[src/rtl/aes_pkg.sv]
// Shared AES column-mix definitions: GF(2^8) helpers, FSM states and column layout constants.
package aes_pkg;

  localparam int unsigned COL_W    = 32;
  localparam int unsigned NUM_COLS = 4;

  localparam logic MODE_INV = 1'b0;
  localparam logic MODE_FWD = 1'b1;

  typedef enum logic [1:0] {
    StIdle,
    StBusy,
    StDone
  } state_e;

  // Multiply by x modulo x^8 + x^4 + x^3 + x + 1.
  function automatic logic [7:0] xtime(input logic [7:0] a);
    return {a[6:0], 1'b0} ^ (a[7] ? 8'h1b : 8'h00);
  endfunction

  // Multiply by a 4-bit constant using the xtime chain a, 2a, 4a, 8a.
  function automatic logic [7:0] gf_mul(input logic [7:0] a, input logic [3:0] k);
    logic [7:0] x2, x4, x8;
    x2 = xtime(a);
    x4 = xtime(x2);
    x8 = xtime(x4);
    return (k[0] ? a : 8'h00) ^ (k[1] ? x2 : 8'h00) ^ (k[2] ? x4 : 8'h00) ^ (k[3] ? x8 : 8'h00);
  endfunction

endpackage

[src/rtl/mix_column_unit.sv]
// Combinational MixColumns / InvMixColumns on a single 32-bit column, row 0 in the MSB byte.
module mix_column_unit
  import aes_pkg::*;
(
  input  logic [COL_W-1:0] col_i,
  input  logic             mode_i,
  output logic [COL_W-1:0] col_o
);

  // coef[k] multiplies a[(i+k) mod 4] when forming output row i.
  logic [3:0][3:0] coef;

  always_comb begin
    coef = (mode_i == MODE_FWD) ? {4'd1, 4'd1, 4'd3, 4'd2} : {4'd9, 4'd13, 4'd11, 4'd14};
    col_o = '0;
    for (int i = 0; i < 4; i++) begin
      for (int j = 0; j < 4; j++) begin
        col_o[31-8*i -: 8] = col_o[31-8*i -: 8] ^ gf_mul(col_i[31-8*j -: 8], coef[(j+4-i)%4]);
      end
    end
  end

endmodule

[src/rtl/inv_mix_columns_iter.sv]
// Iterative (Inv)MixColumns stage: accepts a 128-bit state, transforms COLS_PER_CYCLE columns
// per clock in a working register, then holds the result until the downstream handshake.
module inv_mix_columns_iter
  import aes_pkg::*;
#(
  parameter int unsigned COLS_PER_CYCLE = 1
) (
  input  logic         clk,
  input  logic         rst,
  input  logic         in_valid,
  output logic         in_ready,
  input  logic         in_mode,
  input  logic [127:0] in_data,
  output logic         out_valid,
  input  logic         out_ready,
  output logic [127:0] out_data,
  output logic         busy
);

  if (!(COLS_PER_CYCLE == 1 || COLS_PER_CYCLE == 2 || COLS_PER_CYCLE == 4)) begin : gen_param_chk
    $error("COLS_PER_CYCLE must be 1, 2 or 4");
  end

  localparam logic [1:0] CntStep = 2'(COLS_PER_CYCLE);
  localparam logic [1:0] LastCnt = 2'(NUM_COLS - COLS_PER_CYCLE);

  state_e       state_q, state_d;
  logic [1:0]   cnt_q, cnt_d;
  logic         mode_q, mode_d;
  logic [127:0] work_q, work_d;

  logic [1:0]       col_idx [COLS_PER_CYCLE];
  logic [COL_W-1:0] col_in  [COLS_PER_CYCLE];
  logic [COL_W-1:0] col_out [COLS_PER_CYCLE];

  for (genvar g = 0; g < COLS_PER_CYCLE; g++) begin : gen_cols
    assign col_idx[g] = cnt_q + 2'(g);
    assign col_in[g]  = work_q[COL_W*(NUM_COLS-1-int'(col_idx[g])) +: COL_W];

    mix_column_unit u_mix (
      .col_i  (col_in[g]),
      .mode_i (mode_q),
      .col_o  (col_out[g])
    );
  end

  always_comb begin
    state_d   = state_q;
    cnt_d     = cnt_q;
    mode_d    = mode_q;
    work_d    = work_q;
    in_ready  = 1'b0;
    out_valid = 1'b0;
    busy      = 1'b0;
    unique case (state_q)
      StIdle: begin
        in_ready = 1'b1;
        if (in_valid) begin
          work_d  = in_data;
          mode_d  = in_mode;
          cnt_d   = '0;
          state_d = StBusy;
        end
      end
      StBusy: begin
        busy = 1'b1;
        for (int g = 0; g < COLS_PER_CYCLE; g++) begin
          work_d[COL_W*(NUM_COLS-1-int'(col_idx[g])) +: COL_W] = col_out[g];
        end
        cnt_d = cnt_q + CntStep;
        if (cnt_q == LastCnt) begin
          state_d = StDone;
        end
      end
      StDone: begin
        busy      = 1'b1;
        out_valid = 1'b1;
        if (out_ready) begin
          state_d = StIdle;
        end
      end
      default: state_d = StIdle;
    endcase
  end

  always_ff @(posedge clk or posedge rst) begin
    if (rst) begin
      state_q <= StIdle;
      cnt_q   <= '0;
      mode_q  <= MODE_INV;
      work_q  <= '0;
    end else begin
      state_q <= state_d;
      cnt_q   <= cnt_d;
      mode_q  <= mode_d;
      work_q  <= work_d;
    end
  end

  assign out_data = work_q;

endmodule

[config.mk]
export PLATFORM = sky130hd
export DESIGN_NAME = inv_mix_columns_iter
export DESIGN_NICKNAME = d
export VERILOG_FILES = /design/src/rtl/aes_pkg.sv /design/src/rtl/mix_column_unit.sv /design/src/rtl/inv_mix_columns_iter.sv
export SDC_FILE = /design/constraint.sdc
export NUM_CORES = 1
export LEC_CHECK = 0
export CAP_MARGIN = 20
export CORE_ASPECT_RATIO = 1.75
export CORE_MARGIN = 1.5
export CORE_UTILIZATION = 51
export CTS_BUF_LIST = sky130_fd_sc_hd__clkbuf_8
export CTS_CLUSTER_SIZE = 40
export DETAILED_ROUTE_END_ITERATION = 16
export GPL_ROUTABILITY_DRIVEN = 0
export PLACE_DENSITY = 0.94
export SLEW_MARGIN = 20
export SYNTH_ARGS = -nofsm -noshare
export SYNTH_HDL_FRONTEND = slang
export SYNTH_SLANG_ARGS = --single-unit
[constraint.sdc]
create_clock -name clk -period 5.05 [get_ports clk]
set_clock_uncertainty 0.15 [all_clocks]
set_input_delay 1.01 -clock clk [delete_from_list [all_inputs] [get_ports clk]]
set_output_delay 1.01 -clock clk [all_outputs]
set_load 0.03 [all_outputs]
==> metrics.sh <==
CTS_INSERTED_BUFFERS=17
YOSYS.CELL_COUNT.TOP_TYPE='dfrtp_1'
SYNTH_NETS=1091
MAXCLOCKFREQUENCY_MHz=229
SYN_STD_CELL_AREA_UM2=9670
SYNTH_TOP_CELL_BY_AREA='dfrtp_1'
SYNTH-ASYNC-RESET-RATIO=1.00
RUN_STATUS='finished, final reports clean'
DRT-TOTAL-WL_MM=36.3
HOLD_CLASS='flop to flop'
SYNTH_COMMONEST_CELLS='dfrtp_1, xnor2_1, nand2_1'
MAX_CAP_VIOL_COUNT=0
INITIAL_UTIL=0.521
SYNTH_EDF_COUNT=0
NETLIST_TOP_CELLS_AREA='dfrtp_1, xnor2_1, mux4_2, a2bb2oi_1, xnor3_1'
FINAL-HOLD-VIOLATION-COUNT=0
WL_PER_CELL_UM=25.4
DIE_AREA_UM2=19800
NETLIST-CELL-TYPE-COUNT=48
SETUP_VIOL=0
START_KIND='flop'
FIRST_GLOBAL_VIAS=9510
GRT_START_MAX_NET_PINS=89
SYNTH_SEQUENTIAL_AREA_RATIO=0.344
SYNTH_SEQ_CELLS=133
POSTCTSHOLDBUFS=0
CTSLONGESTPATHBUFFERS=2
CTS_TREE='yes'
SHARE_OF_YOSYS_CELL_AREA_CLAIMED_BY_THE_TOP_AREA_CELL_TYPE=0.344
POST_SYNTHESIS_MEAN_INSTANCE_AREA_UM2=10.2
CTS_RESIZED=0
DRTANTENNAVIOLNETS=0
AREA.GROWTH.SYNTH_TO_FINAL_PCT=31.7
MIN_PERIOD_PS=4370
DIE_HEIGHT_UM=185
FLOORPLAN.CORE_AREA_UM2=18600
GRT_ANTENNA_BEFORE_REPAIR=1
SLEW_AT_THE_PIN_WITH_THE_WORST_MAX_SLEW_SLACK_PS=989
GLOBAL_ROUTE_USAGE_SUM=0.373
HOLDWS_PS=364
DETAILED_ROUTE_VIA_COUNT=9385
DRC_ERRORS_LEFT=0
UNREPAIRED_SETUP_ENDPOINTS_AFTER_GLOBAL_ROUTING='false'
LAYOUT-DRIVE-GT1-SHARE=0.0966
YS.FLOP_TYPE='dfrtp_1'
VIA_PER_INST=6.56
TIMING.FINAL.CRIT_SHARE=0.866
ROWS=66
SLEW_VIOLATIONS=0
OVERFLOW_LEFT_AFTER_GLOBAL_ROUTING=0
WORST_EP_REQUIRED_TIME_PS=5250
WORSTSKEWPAIRLATENCY_PS=470
CP.ARRIVAL_PS=4570
FIRST_ITER_VIOLATIONS=931
DIE_WIDTH_UM=107
IOPINCOUNT=264
PLACE_HPWL_MM=26.4
SYN_INST=951
PORT-BUFFER-COUNT=263
WORST-SETUP-PATH-TYPE='flop to flop'
SETUP_TNS_PS=0
COUNT_OF_YOSYS_WARNINGS_DURING_SYNTHESIS=0
CRITPATHMAXFANOUT=24
WORST_SETUP_HOLD_PATH_CLK_SLEW_PS=80
POST_CTS_BUFFERS=0
FINISH.NET_COUNT=1319
CLOCK_SINK_COUNT=133
KIND_OF_END_POINT_OF_THE_CRITICAL_PATH='flop'
CLOCK_TREE.ROOT_CELL='clkbuf_8'
WIRE_LENGTH_OF_THE_FIRST_GLOBAL_ROUTING_PASS_MM=54.6
CTS.HTREE.LEVELS=4
MAXSLEWHEADROOM=0.338
DRTPASS1ITERATIONS=6
cells in the final DEF (no fill, tap or decap), types with 14 or more instances in the layout:
| master | count |
|---|---|
| nand2_1 | 108 |
| buf_4 | 19 |
| a22oi_1 | 16 |
| o21ai_1 | 45 |
| nand3_1 | 38 |
| xnor3_1 | 20 |
| o21ai_0 | 44 |
| xor2_1 | 36 |
| clkbuf_8 | 20 |
| dfrtp_1 | 131 |
| nor2_1 | 62 |
| a2bb2oi_1 | 68 |
| xnor2_1 | 122 |
| inv_1 | 14 |
| clkdlybuf4s50_1 | 263 |
| nand4_1 | 14 |
| mux4_2 | 28 |
flip-flops by register name, indices dropped and copies added (netlist names):
register	cells
cnt_q	2
mode_q	1
out_data	128
state_q	2
worst paths after layout:
check	start	end	slack (ps)	cells past startpoint
hold reg to reg	out_data[70]	out_data[70]	360	2
setup / recovery	cnt_q[1]	out_data[3]	680	8
min in group asynchronous	rst	out_data[28]	930	2
max in group asynchronous	rst	out_data[105]	2940	3
setup reg to reg	cnt_q[1]	out_data[3]	680	8
hold / removal	out_data[70]	out_data[70]	360	2
layout make-up:
class	count	area (um^2)
Tap cell	238	298
Multi-Input combinational cell	729	5870
Clock buffer	20	275
Clock inverter	11	104
Inverter	15	61.3
Fill cell	1305	5840
Timing Repair Buffer	283	2800
Sequential cell	133	3330
Antenna cell	1	2.50
cells by family (layout without fill, tap and decap cells):
kind of cell               count (synthesis)  in the layout  share of synthesized area
other                                      0              1                          0
DFF                                      133            133                      0.344
xor gates and xnor gates                 196            196                      0.225
and+or+nand+nor                          253            253                      0.117
AOI/OAI and AO/OA                        235            235                      0.168
buffers and inverters                     89            329                     0.0545
adders and majority gates                  7              7                    0.00905
muxes                                     38             38                     0.0824
critical path, stage by stage, from the launching register on:
cell     delay (ps)
dfrtp_2         890
mux4_2          760
xnor2_2         240
xnor2_1         410
xnor3_1         530
xnor2_1         150
nor2_1          720
mux2i_1         300
nand3_1         100
metal layers:
metal / vias up / part of all wire / track usage
li1: 3850 / - / -
met1: 4452 / 0.31 / 0.396
met2: 832 / 0.50 / 0.629
met3: 251 / 0.11 / 0.0943
met4: 0 / 0.089 / 0.279
met5: - / 0 / 0
metrics by stage:
| stage | setup WS (ps) | util | cells | area (um^2) |
|---|---|---|---|---|
| 2_1_floorplan | 336 | - | 951 | 9670 |
| 3_3_place_gp | 870 | 0.665 | 1398 | 12400 |
| 3_5_place_dp | 703 | 0.665 | 1398 | 12400 |
| 4_1_cts | 687 | 0.686 | 1429 | 12700 |
| 5_1_grt | 444 | 0.686 | 1430 | 12700 |
| 6_report | 677 | 0.686 | 1430 | 12700 |
Power is left out: the tool's default activity adds up to more than one toggle a clock period on the data nets, which glitch-free logic cannot reach.
